**config.mk**
```make
export PLATFORM = sky130hd
export DESIGN_NAME = dual_vector_feeder
export DESIGN_NICKNAME = d
export VERILOG_FILES = /design/src/rtl/dual_vector_feeder.sv
export SDC_FILE = /design/constraint.sdc
export NUM_CORES = 1
export LEC_CHECK = 0
export BUFFER_PORTS_ARGS = -buffer_cell sky130_fd_sc_hd__buf_2
export CAP_MARGIN = 20
export CORE_ASPECT_RATIO = 0.8
export CORE_MARGIN = 2
export CORE_UTILIZATION = 40
export CTS_BUF_LIST = sky130_fd_sc_hd__clkbuf_16
export CTS_CLUSTER_SIZE = 12
export DETAILED_ROUTE_END_ITERATION = 10
export PLACE_DENSITY = 0.52
export SLEW_MARGIN = 20
export SYNTH_ARGS = -nofsm -noshare
export SYNTH_HDL_FRONTEND = slang
export SYNTH_SLANG_ARGS = --single-unit
```
**constraint.sdc**
```tcl
create_clock -name clk -period 2.4 [get_ports clk]
set_input_delay 0.24 -clock clk [delete_from_list [all_inputs] [get_ports clk]]
set_output_delay 0.24 -clock clk [all_outputs]
set_load 0.01 [all_outputs]
```
**src/rtl/dual_vector_feeder.sv**
```systemverilog
// Streams VECTOR_WIDTH element pairs from two internal memories, one pair per FETCH/PRESENT
// round trip, with valid/ready handshaking on the output side and a done pulse at the end.
module dual_vector_feeder #(
   parameter int DATA_WIDTH   = 8,
   parameter int VECTOR_WIDTH = 4,
   parameter int ADDR_WIDTH   = 5
) (
   input  logic                  clk,
   input  logic                  rst,
   input  logic                  wr_en,
   input  logic                  wr_sel,
   input  logic [ADDR_WIDTH-1:0] wr_addr,
   input  logic [DATA_WIDTH-1:0] wr_data,
   input  logic                  start,
   input  logic [ADDR_WIDTH-1:0] base_addr,
   input  logic                  out_ready,
   output logic [DATA_WIDTH-1:0] data_from_mem1,
   output logic [DATA_WIDTH-1:0] data_from_mem2,
   output logic                  data_valid,
   output logic                  last,
   output logic                  busy,
   output logic                  done
);

   localparam int Depth    = 1 << ADDR_WIDTH;
   localparam int CntWidth = $clog2(VECTOR_WIDTH) + 1;
   localparam logic [CntWidth-1:0] LastCnt = CntWidth'(VECTOR_WIDTH - 1);

   typedef enum logic [1:0] {StIdle, StFetch, StPresent, StDone} state_e;

   state_e                state_q, state_d;
   logic [ADDR_WIDTH-1:0] addr_q, addr_d;
   logic [CntWidth-1:0]   cnt_q, cnt_d;
   logic [DATA_WIDTH-1:0] rd1_q, rd1_d;
   logic [DATA_WIDTH-1:0] rd2_q, rd2_d;
   logic                  rd_en;

   logic [DATA_WIDTH-1:0] mem1_q [Depth];
   logic [DATA_WIDTH-1:0] mem2_q [Depth];

   // Memory arrays are deliberately not reset so contents survive a mid-stream abort.
   always_ff @(posedge clk) begin
      if (wr_en && !wr_sel) begin
         mem1_q[wr_addr] <= wr_data;
      end
      if (wr_en && wr_sel) begin
         mem2_q[wr_addr] <= wr_data;
      end
   end

   always_comb begin
      state_d = state_q;
      addr_d  = addr_q;
      cnt_d   = cnt_q;
      rd_en   = 1'b0;
      unique case (state_q)
         StIdle: begin
            if (start) begin
               addr_d  = base_addr;
               cnt_d   = '0;
               state_d = StFetch;
            end
         end
         StFetch: begin
            rd_en   = 1'b1;
            state_d = StPresent;
         end
         StPresent: begin
            if (out_ready) begin
               if (cnt_q == LastCnt) begin
                  state_d = StDone;
               end else begin
                  addr_d  = addr_q + ADDR_WIDTH'(1);
                  cnt_d   = cnt_q + CntWidth'(1);
                  state_d = StFetch;
               end
            end
         end
         StDone: begin
            state_d = StIdle;
         end
         default: begin
            state_d = StIdle;
         end
      endcase
   end

   // Read registers double as output holding registers; a read racing a write sees old data.
   always_comb begin
      rd1_d = rd1_q;
      rd2_d = rd2_q;
      if (rd_en) begin
         rd1_d = mem1_q[addr_q];
         rd2_d = mem2_q[addr_q];
      end
   end

   always_ff @(posedge clk or posedge rst) begin
      if (rst) begin
         state_q <= StIdle;
         addr_q  <= '0;
         cnt_q   <= '0;
         rd1_q   <= '0;
         rd2_q   <= '0;
      end else begin
         state_q <= state_d;
         addr_q  <= addr_d;
         cnt_q   <= cnt_d;
         rd1_q   <= rd1_d;
         rd2_q   <= rd2_d;
      end
   end

   always_comb begin
      data_from_mem1 = rd1_q;
      data_from_mem2 = rd2_q;
      data_valid     = (state_q == StPresent);
      last           = (state_q == StPresent) && (cnt_q == LastCnt);
      busy           = (state_q != StIdle);
      done           = (state_q == StDone);
   end

endmodule

```
==> reports/qor.yml, run 1 <==
grt_pass1_wl_um: 78870
synth_seq_cells: 538
cts.sinks: 538
regArea_um2: 16030
synth_top_area_cell: "edfxtp_1"
min-delay-path-class: "primary input to register"
max-clock-path-buffers: 3
place_ws_ns: 0.09044
track_usage: 0.2008
htreeDepth: 2
worst_pin_slew_ns: 0.8622
nets: 1362
num_rows: 75
multi_input_area_um2: 4760
die_h_um: 209.7
final_layout_size_suffix_gt1_frac: 0.2342
wirelength_um: 53500
num_vias: 11200
coreArea_um2: 52360
synthTopCellsByArea: "edfxtp_1 73%, mux2i_1 7.7%, mux4_2 5.1%"
synth_edf_count: 512
layout_setup_ws_ns: 0.1372
routed.top_layer: "met4"
cts_root_buffer: "clkbuf_16"
synthTopCellsByCount: "512 x edfxtp_1, 163 x mux2i_1, 89 x nor2_1"
path_clk_slew_ns: 0.06
yosysSeqAreaShare: 0.7578
yosysWarnings: 0
dr.pass1.iters: 5
fillers: 4444
yosysMostFrequentCell: "edfxtp_1"
initialDrtViolationCount: 1026
cp_max_fo: 18
async_reset_ff_frac: 0.04833
finalSetupTns_ns: 0
postRouteAntennaNets: 0
diodes: 0
drc: 0
syn_to_final_growth_pct: 17.34
finalHoldViolations: 0
antenna_found_initial: 0
post-route-period-util: 0.9428
start_util: 0.4039
io_buffers: 43
leakage_nw: 8.517
synth.net_count: 1175
drv_slew: 0
crit_type: "register to register"
wl_met2_um: 24490
ys.flop_type: "edfxtp_1"
wl_per_cell_um: 25.82
powerDensity_nw_per_um2: 1023
ir_worst_vdd_v: 0.0005352
fmax_mhz: 441.9
grt-ovfl-total: 0
die_w_um: 261.1
status: "complete, no violations"
syn_area_um2: 21150
rsz0062_at_grt: "no"
drv_cap: 0
critical_path_required_ns: 2.87
synth_top_cell_area_share: 0.7270
wirelength_met1_um: 25250
gp_congestion: 0.7744
critPathLaunchType: "register"
avgSynthCellArea_um2: 18.42
rrSetupSlack_ns: 0.14
setup_viol: 0
synthCells: 1148
endpoint_kind: "register"
route.met3.wl_um: 2884
die_area_um2: 54740
period_minus_slack_ns: 2.263
tritoncts: "done"
final.setup_skew_ns: 0.01859
ys_types: 36
clock_latency_ns: 0.59
cts_made_buffers: 53
cp_data_arrival_time_ns: 2.74
slew_headroom: 0.4252
ios: 44
first_global_vias: 11350
grt_max_degree: 65
dp_hpwl_um: 34770
viasPerCell: 5.406
cell type report:
class                   count  area share
well taps                 693     0.03494
flip-flops and latches    538      0.6460
repair buffers            198     0.06565
multi-input cells         539      0.1918
inverters                   5   0.0007563
clock inverters            46    0.007412
clock buffers              53     0.05345
where the power goes:
part           switching (mW)  internal (mW)
clock                    3.41           3.97
combinational            3.87           3.23
sequential              0.375           10.5
total                    7.65           17.7
through the flow:
| step | hold WS [ns] | cells | util | power (mW) | cell area [um^2] |
|---|---|---|---|---|---|
| 2_1_floorplan | 0.2800 | 1148 | - | 15.51 | 21150 |
| 3_3_place_gp | 0.4785 | 1965 | 0.4431 | 18.19 | 23200 |
| 3_5_place_dp | 0.4968 | 1965 | 0.4431 | 18.23 | 23200 |
| 4_1_cts | 0.001003 | 2071 | 0.4733 | 25.62 | 24780 |
| 5_1_grt | 0.02389 | 2072 | 0.4739 | 26.47 | 24820 |
| 6_report | 0.02441 | 2072 | 0.4739 | 25.40 | 24820 |
flip-flops by register name (all words and copies together) (netlist names):
name / flops
data_from_mem2: 8
mem1_q: 256
state_q: 2
mem2_q: 256
cnt_q: 3
addr_q: 5
data_from_mem1: 8
path summary, 6_finish.rpt:
path | from | end | cells past startpoint
min in group asynchronous | rst | addr_q[0] | 3
min | base_addr[1] | addr_q[1] | 3
max in group asynchronous | rst | data_from_mem1[6] | 5
min reg2reg | cnt_q[0] | cnt_q[0] | 1
max | addr_q[0] | data_from_mem2[1] | 7
max reg2reg | addr_q[0] | data_from_mem2[1] | 7
logic make-up after synthesis:
group	count (synthesis)	synth area share
flip-flops	538	0.7578
adder cells (fa/ha/maj)	3	0.001775
buffers and inverters	71	0.01864
AO/OA/AOI/OAI	142	0.04769
AND/OR/NAND/NOR	167	0.03733
multiplexers	227	0.1368
cell usage in the layout, fill, tap and decap left out, types with 2 or more instances in the layout:
master,synthesis,routed
ha_1,3,3
buf_12,0,17
nand2b_1,19,19
a221oi_1,32,31
dfrtp_1,26,24
nor2b_1,7,4
nand2_1,13,13
and2_1,3,3
inv_1,4,37
edfxtp_1,512,512
mux4_2,48,48
clkinv_1,1,11
nand3b_1,5,5
or3b_2,2,2
nor4_1,16,16
nand3_1,9,9
nor2b_2,0,2
buf_4,14,130
mux2i_1,163,163
a21oi_1,35,35
nor2_1,89,88
dlygate4sd3_1,0,7
mux2_2,16,16
o21ai_0,4,4
clkbuf_16,0,53
a22oi_1,65,65
inv_6,0,2
nand4_1,2,2
buf_2,3,43
worst max-delay path, stage by stage (launching register included):
cell and delay, ns:
dfrtp_4 0.58, buf_12 0.21, buf_4 0.19, mux2i_1 0.13, a221oi_1 0.51, a221oi_1 0.15
buf_4 0.16, nor4_1 0.22
routing by layer:
metal,track usage,vias to the layer above
met5,0,-
li1,-,5002
met4,0.04350,0
met1,0.3003,5830
met3,0.03502,67
met2,0.3094,302
timing repair:
| item | in CTS | in global routing |
|---|---|---|
| endpoints found under the hold margin | 23 | 0 |
| hold buffers | 7 | 0 |
| resized for setup | 0 | 1 |
| endpoints found under the setup margin | 0 | 1 |
| buffers inserted | 0 | 0 |
No activity file was read; power rests on OpenSTA's default activity.
==> run 2: changes to the inputs <==
--- a/config.mk
+++ b/config.mk
@@ -13,6 +13,7 @@
 export CTS_BUF_LIST = sky130_fd_sc_hd__clkbuf_16
 export CTS_CLUSTER_SIZE = 12
 export DETAILED_ROUTE_END_ITERATION = 10
+export HOLD_SLACK_MARGIN = 0.03
 export PLACE_DENSITY = 0.52
 export SLEW_MARGIN = 20
 export SYNTH_ARGS = -nofsm -noshare
==> run 2 against run 1 <==
Against the previous run: power barely moved; fmax fell by 0.36%; count of clock-buffer cells in the layout did not move; clock skew rose by 0.00092 ns; flip-flop and latch count did not move; largest power group unchanged.
==> reports/qor.yml, run 2 (synthesized netlist as in run 1, its figures left out) <==
path_clk_slew_ns: 0.06
drv_cap: 0
finalHoldViolations: 0
mostFrequentLayoutCell: "edfxtp_1"
start_util: 0.4039
r2r_cells: 7
post-route-period-util: 0.9463
cts_root_buffer: "clkbuf_16"
endpoint_kind: "register"
fmax_mhz: 440.3
crit_type: "register to register"
track_usage: 0.2007
min-delay-path-class: "primary input to register"
diodes: 0
wirelength_um: 53510
reg_top3: "mem1_q (256), mem2_q (256)"
status: "complete, no violations"
setup_viol: 0
critical_path_required_ns: 2.87
coreArea_um2: 52360
p_int_mw: 17.75
min_path_cells: 4
grt_max_degree: 65
final.setup_skew_ns: 0.01951
ir_worst_vdd_v: 0.0005349
syn_to_final_growth_pct: 17.44
cts_made_buffers: 53
mostFrequentLayoutCells: "512 x edfxtp_1, 163 x mux2i_1, 130 x buf_4"
die_h_um: 209.7
cts.sinks: 538
rsz0062_at_grt: "no"
worst_pin_slew_ns: 0.8541
grt-ovfl-total: 0
dr.pass1.iters: 5
power_frac_comb: 0.279
r2r_start: "addr_q[0]"
die_w_um: 261.1
cp_data_arrival_time_ns: 2.75
max-clock-path-buffers: 3
dp.cells: 1965
grt_pass1_wl_um: 78850
num_rows: 75
powerDensity_nw_per_um2: 1023
worstHoldStart: "base_addr[2]"
drv_slew: 0
gp_congestion: 0.7744
switching_share: 0.3016
pwr-share-seq: 0.430
cp_max_fo: 18
wl_per_cell_um: 25.80
dp_hpwl_um: 34770
r2r_end: "data_from_mem2[1]"
initialDrtViolationCount: 979
hold_end: "addr_q[2]"
critPathLaunchType: "register"
power_frac_clock: 0.291
rrSetupSlack_ns: 0.13
die_area_um2: 54740
first_global_vias: 11350
ios: 44
antenna_found_initial: 0
p_switching_mw: 7.664
leakage_nw: 8.525
num_vias: 11220
finalSetupTns_ns: 0
drc: 0
final_layout_size_suffix_gt1_frac: 0.2339
tritoncts: "done"
nets: 1364
clock_latency_ns: 0.60
io_buffers: 43
final_cells: 2074
period_minus_slack_ns: 2.271
slew_headroom: 0.4306
htreeDepth: 2
postRouteAntennaNets: 0
viasPerCell: 5.411
run 2: cell types whose count changed in the layout (fill, tap and decap cells not counted), sizes merged:
cell	before	now
dlygate4sd3	7	9
run 2: worst max-delay path, stage by stage (launching register included):
cell and delay (ns):
dfrtp_4 0.58, buf_12 0.21, buf_4 0.19, mux2i_1 0.13, a221oi_1 0.51, a221oi_1 0.15, buf_4 0.16, nor4_1 0.22
run 2: cell type report:
cell class,count,area [um^2]
tap,693,867.1
inverter,5,18.77
sequential,538,16030
fill,4444,27530
timing repair buffer,200,1649
clock inverter,46,183.9
clock buffer,53,1326
multi-input combinational,539,4760
run 2: power by group through the flow:
stage | Clock (mW) | Combinational (mW) | Sequential, mW
global placement | 0 | 7.07 | 11.1
global route | 7.92 | 7.60 | 11.0
floorplan | 0 | 4.59 | 10.9
finish | 7.39 | 7.10 | 10.9
CTS | 7.55 | 7.14 | 10.9
detailed placement | 0 | 7.11 | 11.1
run 2: per-stage QoR:
| stage | setup WS, ns | utilization | area, um^2 | total power [mW] | hold slack, ns |
|---|---|---|---|---|---|
| 2_1_floorplan | 0.4606 | - | 21150 | 15.51 | 0.2800 |
| 3_3_place_gp | 0.09823 | 0.4431 | 23200 | 18.19 | 0.4785 |
| 3_5_place_dp | 0.09044 | 0.4431 | 23200 | 18.23 | 0.4968 |
| 4_1_cts | 0.08807 | 0.4736 | 24800 | 25.63 | 0.05335 |
| 5_1_grt | 0.0008387 | 0.4743 | 24840 | 26.48 | 0.09032 |
| 6_report | 0.1289 | 0.4743 | 24840 | 25.41 | 0.07518 |
run 2: worst max-delay path by stage:
stage	slack, ns	cells after the start	start	to
finish	0.13	7	addr_q[0]	data_from_mem2[1]
global route	0.0008	7	addr_q[0]	data_from_mem2[0]
CTS	0.09	6	addr_q[0]	data_from_mem1[0]
detailed placement	0.09	6	addr_q[0]	data_from_mem1[0]
global placement	0.1	6	addr_q[0]	data_from_mem1[0]
floorplan	0.46	6	addr_q[1]	data_from_mem1[7]
run 2: per-layer routing:
metal | vias to the layer above | GRT usage | share of wire
met5 | - | 0 | 0
met4 | 0 | 0.04350 | 0.016
li1 | 5001 | - | -
met3 | 67 | 0.03502 | 0.052
met2 | 297 | 0.3094 | 0.46
met1 | 5858 | 0.3002 | 0.47
run 2: timing repair:
action	4_1_cts	5_1_grt
buffers inserted	0	0
hold endpoints to repair	32	0
hold buffers	9	0
endpoints found under the setup margin	0	1
resized for setup	0	1
==> run 3: changes to the inputs <==
--- a/config.mk
+++ b/config.mk
@@ -15,6 +15,7 @@
 export DETAILED_ROUTE_END_ITERATION = 10
 export HOLD_SLACK_MARGIN = 0.03
 export PLACE_DENSITY = 0.52
+export REMOVE_ABC_BUFFERS = 1
 export SLEW_MARGIN = 20
 export SYNTH_ARGS = -nofsm -noshare
 export SYNTH_HDL_FRONTEND = slang
==> run 3 against run 2 <==
Against the previous run: routed wire length down 0.24%; worst hold slack better by 0.0028 ns; die area unchanged; count of clock-buffer cells in the layout up 4; sequential power about the same; fmax down 1.3%; via count down 0.82%; first-iteration DRC count up 14%; final cell count down 1.2%; combinational power down 2%; clock skew down 0.012 ns; critical endpoint unchanged; highest routed layer unchanged.
==> reports/qor.yml, run 3 (synthesized netlist as in run 1, its figures left out) <==
finalHoldViolations: 0
final.setup_skew_ns: 0.007419
clock_latency_ns: 0.59
crit_family: "multiplexers"
max-clock-path-buffers: 3
status: "complete, no violations"
wl_per_cell_um: 26.04
crit_chain: "buf_12 -> mux4_2 -> mux2_2 -> a221oi_1 -> nor4_1"
final_layout_size_suffix_gt1_frac: 0.2284
total_power_mw: 25.57
grt_pass1_wl_um: 78150
place_ws_ns: 0.1125
dp.cells: 1949
dp_hpwl_um: 34340
grt_max_degree: 65
cp_num_buf_inv: 1
wirelength_um: 53380
max_stage_delay_ns: 0.53
initialDrtViolationCount: 1114
hold_end: "addr_q[2]"
endpoint_kind: "register"
drv_slew: 0
grt-ovfl-total: 0
worstHoldStart: "base_addr[2]"
rrSetupSlack_ns: 0.1
syn_to_final_growth_pct: 17.11
cts_root_buffer: "clkbuf_16"
drc: 0
viasPerCell: 5.430
htreeDepth: 2
postRouteAntennaNets: 0
leakage_nw: 8.446
cp_slowest_cell: "mux4_2"
powerDensity_nw_per_um2: 1032
diodes: 0
post-route-period-util: 0.9585
crit_type: "register to register"
r2r_cells: 5
cts_made_buffers: 54
worst_pin_slew_ns: 0.9132
slew_headroom: 0.3905
nets: 1346
setup_viol: 0
ios: 44
track_usage: 0.1998
cp_max_fo: 35
cp_data_arrival_time_ns: 2.76
tritoncts: "done"
grtUsageMet2: 0.3029
ir_worst_vdd_v: 0.0007492
cts.sinks: 538
num_rows: 75
die_w_um: 261.1
num_vias: 11130
final_cells: 2050
coreArea_um2: 52360
dr.pass1.iters: 7
mostFrequentLayoutCells: "512 x edfxtp_1, 163 x mux2i_1, 112 x buf_4"
post_cts_buffers: 0
critical_path_required_ns: 2.86
reg_top3: "mem1_q (256), mem2_q (256)"
mostFrequentLayoutCell: "edfxtp_1"
fillers: 4448
gp_congestion: 0.8053
critPathLaunchType: "register"
path_clk_slew_ns: 0.06
start_util: 0.4039
min-delay-path-class: "primary input to register"
grt_use_met3: 0.03394
gr-max-usage-layer: "met2"
r2r_start: "addr_q[0]"
first_global_vias: 11260
min_path_cells: 4
met1_usage: 0.3012
io_buffers: 43
layout_setup_ws_ns: 0.09953
drv_cap: 0
rsz0062_at_grt: "no"
period_minus_slack_ns: 2.300
r2r_end: "data_from_mem2[1]"
antenna_found_initial: 0
die_h_um: 209.7
fmax_mhz: 434.7
die_area_um2: 54740
[run 3: changes by cell type in the layout (fill, tap and decap cells not counted), moves of 2 or more]
cell       previous run  this run
inv_1                37        29
clkinv_1             11         8
clkbuf_16            53        57
buf_4               130       112
clkinv_2              1         3
[run 3: layout make-up]
cell class                 count  area (um^2)  share of cell area
inverter                       5        18.77           0.0007578
clock inverter                37        173.9            0.007022
clock buffer                  57         1426             0.05759
timing repair buffer         181         1496             0.06042
tap                          693        867.1             0.03501
multi-input combinational    539         4753              0.1919
sequential                   538        16030              0.6473
[run 3: report_power, final]
group          leakage (nW)  internal, mW  switching, mW
Combinational          2.67          3.05           3.92
Sequential             4.90          10.5          0.343
Clock                 0.877          4.33           3.38
[run 3: worst max path at each step]
stage	startpoint	end	cells past startpoint
floorplan	addr_q[0]	data_from_mem1[1]	4
global placement	addr_q[0]	data_from_mem2[3]	5
detailed placement	addr_q[0]	data_from_mem2[4]	5
CTS	addr_q[0]	data_from_mem2[4]	5
global route	addr_q[0]	data_from_mem1[1]	6
finish	addr_q[0]	data_from_mem2[1]	5
[run 3: what timing repair did]
action,in CTS,in global routing
setup endpoints to repair,0,1
resized for setup,0,0
hold buffers,8,0
endpoints found under the hold margin,19,0
[run 3: metrics by stage]
stage          hold WS (ns)  utilization  area (um^2)  setup TNS (ns)
6_report            0.07798       0.4730        24770               0
5_1_grt             0.09275       0.4730        24770               0
4_1_cts             0.05271       0.4731        24770               0
3_5_place_dp         0.4813       0.4410        23090               0
3_3_place_gp         0.4653       0.4410        23090               0
2_1_floorplan        0.2800            -        20770         -122.73
[run 3: routing by layer]
metal / routed length, um / vias to the layer above
met5: 0 / -
li1: - / 4960
met1: 25390 / 5820
met3: 2719 / 63
met4: 971 / 0
met2: 24300 / 288
[run 3: worst reg2reg max path: cells and delay by family (launching register included)]
kind	cells	cell delay (ns)
buffers and inverters	1	0.30
DFF	1	0.51
and+or+nand+nor	1	0.08
muxes	2	0.83
AOI/OAI and AO/OA	1	0.46
